## src/rtl/seg7_time_display.sv

```systemverilog
// rtl/seg7_time_display.sv - multiplexed 6-digit 7-segment time display (optional macro: CURSOR_BLINK_EN)
module seg7_time_display #(
    parameter int SCAN_DIV  = 50_000,
    parameter int BLINK_DIV = 12_500_000
) (
    input  logic       clk,
    input  logic       rst,
    input  logic       en,
    input  logic [3:0] H1,
    input  logic [3:0] H0,
    input  logic [3:0] M1,
    input  logic [3:0] M0,
    input  logic [3:0] S1,
    input  logic [3:0] S0,
    input  logic [2:0] cursor,
    input  logic       edit_mode,
    output logic [7:0] seg_n,
    output logic [5:0] an_n
);

    localparam int SW = (SCAN_DIV > 1) ? $clog2(SCAN_DIV) : 1;
    localparam logic [SW-1:0] SCAN_LAST = SW'(SCAN_DIV - 1);

    logic [SW-1:0] scan_cnt;
    logic [2:0]    idx;
    logic [3:0]    digit;
    logic [6:0]    seg_lo;
    logic          dp;
    logic          slot_blank;
    logic [5:0]    an_next;
    logic [7:0]    seg_next;
    logic          scan_wrap;

    assign scan_wrap = (scan_cnt == SCAN_LAST);

`ifdef CURSOR_BLINK_EN
    localparam int BW = (BLINK_DIV > 1) ? $clog2(BLINK_DIV) : 1;
    localparam logic [BW-1:0] BLINK_LAST = BW'(BLINK_DIV - 1);

    logic [BW-1:0] blink_cnt;
    logic          blink_ph;

    // Blink phase generator; advances only while the display is enabled
    always_ff @(posedge clk) begin
        if (rst) begin
            blink_cnt <= '0;
            blink_ph  <= 1'b0;
        end else if (en) begin
            if (blink_cnt == BLINK_LAST) begin
                blink_cnt <= '0;
                blink_ph  <= ~blink_ph;
            end else begin
                blink_cnt <= blink_cnt + 1'b1;
            end
        end
    end
`endif

    // Select the digit for the current slot, decode it and decide dots / blanking
    always_comb begin
        digit = S0;
        case (idx)
            3'd0:    digit = S0;
            3'd1:    digit = S1;
            3'd2:    digit = M0;
            3'd3:    digit = M1;
            3'd4:    digit = H0;
            3'd5:    digit = H1;
            default: digit = S0;
        endcase

        seg_lo = 7'b0111111;
        case (digit)
            4'd0:    seg_lo = 7'b1000000;
            4'd1:    seg_lo = 7'b1111001;
            4'd2:    seg_lo = 7'b0100100;
            4'd3:    seg_lo = 7'b0110000;
            4'd4:    seg_lo = 7'b0011001;
            4'd5:    seg_lo = 7'b0010010;
            4'd6:    seg_lo = 7'b0000010;
            4'd7:    seg_lo = 7'b1111000;
            4'd8:    seg_lo = 7'b0000000;
            4'd9:    seg_lo = 7'b0010000;
            default: seg_lo = 7'b0111111;
        endcase

        // separator dots between HH.MM.SS sit on H0 and M0
        dp = !((idx == 3'd2) || (idx == 3'd4));
        // last count of each slot is an all-off gap so the previous digit does not ghost
        slot_blank = scan_wrap;
`ifdef CURSOR_BLINK_EN
        if (edit_mode && blink_ph && (idx == cursor))
            slot_blank = 1'b1;
`else
        if (edit_mode && (idx == cursor))
            dp = 1'b0;
`endif

        if (slot_blank) begin
            an_next  = 6'b111111;
            seg_next = 8'hFF;
        end else begin
            an_next  = ~(6'b000001 << idx);
            seg_next = {dp, seg_lo};
        end
    end

    // Slot timer and digit index; both freeze while disabled
    always_ff @(posedge clk) begin
        if (rst) begin
            scan_cnt <= '0;
            idx      <= 3'd0;
        end else if (en) begin
            if (scan_wrap) begin
                scan_cnt <= '0;
                idx      <= (idx == 3'd5) ? 3'd0 : idx + 3'd1;
            end else begin
                scan_cnt <= scan_cnt + 1'b1;
            end
        end
    end

    // Registered display drive; disabled display is fully dark
    always_ff @(posedge clk) begin
        if (rst || !en) begin
            an_n  <= 6'b111111;
            seg_n <= 8'hFF;
        end else begin
            an_n  <= an_next;
            seg_n <= seg_next;
        end
    end

endmodule
```

## config.mk

```make
export PLATFORM = sky130hd
export DESIGN_NAME = seg7_time_display
export DESIGN_NICKNAME = d
export VERILOG_FILES = /design/src/rtl/seg7_time_display.sv
export SDC_FILE = /design/constraint.sdc
export NUM_CORES = 1
export LEC_CHECK = 0
export BUFFER_PORTS_ARGS = -buffer_cell sky130_fd_sc_hd__buf_4
export CORE_UTILIZATION = 40
export DETAILED_ROUTE_END_ITERATION = 10
export GPL_TIMING_DRIVEN = 0
export PLACE_DENSITY = 0.65
export REMOVE_ABC_BUFFERS = 1
export SETUP_SLACK_MARGIN = 0.4
export SLEW_MARGIN = 20
export SYNTH_ARGS = -nofsm -noshare
export SYNTH_HDL_FRONTEND = slang
export SYNTH_SLANG_ARGS = --single-unit
```

## constraint.sdc

```tcl
create_clock -name clk -period 2.48 [get_ports clk]
set_input_delay 0.248 -clock clk [delete_from_list [all_inputs] [get_ports clk]]
set_output_delay 0.248 -clock clk [all_outputs]
set_load 0.01 [all_outputs]
```

==> key figures <==
Timing
  – Final min period: 2.129 ns
  – Period utilisation layout: 85.84%
  – RSZ-0062 raised after global routing: true
  – Rel. slew slack: 71.81%
  – Total negative slack: 0 ns
  – F_max: 0.4697 GHz
  – Final hold violation count: 0
  – Final Skew: 0.001013 ns
  – Worst slew pin tran: 0.4228 ns
  – Setup Viol. Count Final: 0
  – Fin. max-slew vios: 0

Worst setup path
  – CP Buf/Inv Count: 3
  – Crit path capture type: flop
  – Crit-path leading delay family: buffers and inverters
  – Worst EP arrival: 2.28 ns
  – Critical Path RT: 2.63 ns
  – CP max stage delay: 0.39 ns
  – Crit-path max FO: 8
  – CP Launch Type: flop
  – CP Cell Sequence: nand2_1 -> inv_1 -> ha_4 -> buf_6 -> a21o_1 -> a41oi_4 -> buf_4 -> ha_1 -> nor4bb_2 -> a31oi_1
  – Crit-path slowest cell: dfxtp_4
  – Critical path class: reg2reg

Detailed routing
  – Post-route ant nets: 0
  – TritonRoute pass-1 iters: 4
  – Final wirelength: 4.769 mm
  – 1st-iter DRT viols: 103
  – Vias per cell: 5.366
  – WL/cell: 14.19 um
  – Residual DRC: 0
  – Detailed-route via count: 1,803

Die
  – Width of the chip: 69.28 um
  – IO Count: 45
  – Initial Util: 41.58%
  – Core area: 4354 um^2
  – Die Height: 69.28 um
  – Die area: 4799 um^2
  – Rows: 24

Power
  – Worst VDD drop: 0.2474 mV
  – Lkg Pwr: 1.035 nW
  – Power Dens Cells: 393.1 nW/um^2

Clock tree
  – H-tree Lvls: 2
  – Clk buf depth: 2
  – CTS tree: yes
  – CTS Hold Bufs: 0
  – CTS clock-pin slew for the worst setup and hold paths: 0.06 ns
  – Clock latency on the worst-skew pair: 0.28 ns
  – Clk sinks: 33
  – CTS buffer count: 5
  – Root Driver: clkbuf_8

GRT
  – Vias in the first global route: 1,633
  – Largest net degree at the start of global routing: 16
  – Total grt overflow: 0
  – First-pass GRT wire length: 7.314 mm
  – Initial antenna violation count: 0
  – Total GRT Usage: 19.16%

Yosys
  – Number of synthesized flops with an enable pin: 0
  – Seq/Total Area, Yosys: 36.49%
  – Top cell type's share of synthesized area: 36.49%
  – Synthesis Warnings: 0
  – Netlist cell types: 54
  – Syn avg cell area: 8.540 um^2
  – Synth area leaders: dfxtp_1 (36%), nor2_1 (4.8%), xor2_1 (4.4%), xnor2_1 (3.9%), ha_1 (3.5%)
  – Post-synth top area cell: dfxtp_1
  – Gate Count Post-Synth: 212
  – Synth Register Bits: 33
  – Post-synth ARST share: 0%
  – Syn Std Cell Area: 1810 um^2
  – Top FF cell, synth: dfxtp_1

Place
  – IO Port Bufs: 44
  – Placed Instances: 297
  – Detailed placement HPWL: 2.652 mm
  – Area after DPL: 2158 um^2
  – GP Congestion: 0.7598

Final layout
  – Post-route insts no fill: 336
  – Fill count: 358
  – Final nets: 321
  – Share of cells above drive strength 1: 42.96%
  – Fin util: 61.38%
  – Design Area, Final: 2673 um^2
  – Ant. Diodes: 0
  – Synth-to-layout area growth: 47.62%

Outcome
  – Outcome: completed

Hold path
  – Worst min-delay path class: in2reg

Flow run
  – Max-Cap Viols: 0
-- cells by family (layout without fill, tap and decap cells) --
group | count (synthesis) | count (layout) | synth area share (%)
AOI/OAI and AO/OA | 42 | 42 | 15.97
xor gates and xnor gates | 17 | 17 | 8.224
adders and majority gates | 5 | 5 | 3.455
buffers and inverters | 21 | 93 | 5.183
DFF | 33 | 33 | 36.49
muxes | 4 | 4 | 2.281
and+or+nand+nor | 90 | 90 | 28.41
-- metal layers --
| metal | GRT usage [%] | part of all wire (%) |
|---|---|---|
| met3 | 4.215 | 5.6 |
| met4 | 9.524 | 3.5 |
| met2 | 30.10 | 46 |
| met5 | 0 | 0 |
| met1 | 24.75 | 45 |
-- state kept, by name, indices dropped and copies added, names as in the netlist --
| name | flops |
|---|---|
| an_n | 6 |
| idx | 3 |
| scan_cnt | 16 |
| seg_n | 8 |
-- report_power, final --
group	switching, W	internal [W]	leakage [nW]
combinational	0.0000603	0.0000795	0.725
sequential	0.00000713	0.000537	0.271
clock	0.000182	0.000184	0.0399
-- placed cells by master, fill, tap and decap left out, types with 2 or more instances in the layout --
cell type / instances
nor3b_2: 2
nor4_1: 2
dfxtp_4: 3
and2_1: 3
xnor2_1: 8
a211oi_4: 3
nand4b_1: 3
nor2_1: 22
a211o_1: 3
nor2_2: 2
nor3_1: 7
inv_1: 5
a211oi_1: 2
ha_2: 2
o21ai_1: 7
mux2i_1: 3
nand3_1: 12
ha_4: 2
or4b_4: 2
a21oi_1: 6
xor2_1: 9
inv_2: 4
nand4_1: 5
dfxtp_1: 29
clkbuf_8: 5
buf_4: 75
nand2b_1: 2
and3b_1: 2
a22oi_2: 2
nand2_1: 11
o21ai_0: 6
-- Yosys cell counts (2+ instances only) --
| library cell | count |
|---|---|
| nand2_1 | 11 |
| xor2_1 | 9 |
| a211o_1 | 3 |
| buf_2 | 3 |
| a31oi_1 | 3 |
| nand2b_1 | 3 |
| ha_1 | 5 |
| a211oi_1 | 4 |
| nand3_1 | 12 |
| o21ai_0 | 8 |
| xnor2_1 | 8 |
| a21oi_1 | 6 |
| and2_1 | 3 |
| dfxtp_1 | 33 |
| nor3b_1 | 3 |
| o21ai_1 | 6 |
| nor4_1 | 2 |
| inv_1 | 8 |
| nand4_1 | 5 |
| a22oi_1 | 3 |
| nor2_1 | 23 |
| nor3_1 | 7 |
| clkbuf_1 | 6 |
| nand4b_1 | 3 |
| or4b_1 | 2 |
| o311ai_1 | 2 |
| and3b_1 | 2 |
| mux2i_1 | 3 |
-- worst reg2reg max path: stages, from the launching register on --
cell	delay (ns)
dfxtp_4	0.39
nand2_1	0.08
inv_1	0.10
ha_4	0.21
buf_6	0.14
a21o_1	0.13
a41oi_4	0.17
buf_4	0.19
ha_1	0.20
nor4bb_2	0.31
a31oi_1	0.09
-- repair_timing --
item | CTS | global route
pin swaps | 3 | 9
resized for setup | 18 | 22
buffers inserted | 13 | 19
gates cloned | 0 | 1
setup endpoints to repair | 8 | 7
-- area by class of cell --
class | count | area, um^2 | area share [%]
multi-input combinational | 158 | 1207 | 45.18
sequential | 33 | 673.1 | 25.19
timing repair buffer | 78 | 619.3 | 23.17
clock buffer | 5 | 68.82 | 2.575
tap | 52 | 65.06 | 2.434
inverter | 9 | 33.78 | 1.264
clock inverter | 1 | 5.005 | 0.1873
-- worst paths after layout --
| path | from | to | slack (ns) | depth (start not counted) |
|---|---|---|---|---|
| min reg2reg | scan_cnt[15]$_SDFFE_PP0P_ | scan_cnt[15]$_SDFFE_PP0P_ | 0.53 | 2 |
| max reg2reg | idx[0]$_SDFFE_PP0P_ | seg_n[5]$_SDFF_PP1_ | 0.35 | 10 |
| min | rst | idx[2]$_SDFFE_PP0P_ | 0.16 | 2 |
| max | idx[0]$_SDFFE_PP0P_ | seg_n[5]$_SDFF_PP1_ | 0.35 | 10 |
-- metrics by stage --
step           hold WS, ns  power [W]  setup WS, ns
2_1_floorplan       0.3171  0.0006027      -0.01813
5_1_grt             0.1682   0.001094        0.3031
3_3_place_gp        0.4599  0.0006640       -0.5505
4_1_cts             0.1555   0.001043        0.4112
6_report            0.1630   0.001051        0.3512
3_5_place_dp        0.4682  0.0006659       -0.5029
Power figures use the tool's default switching activity.
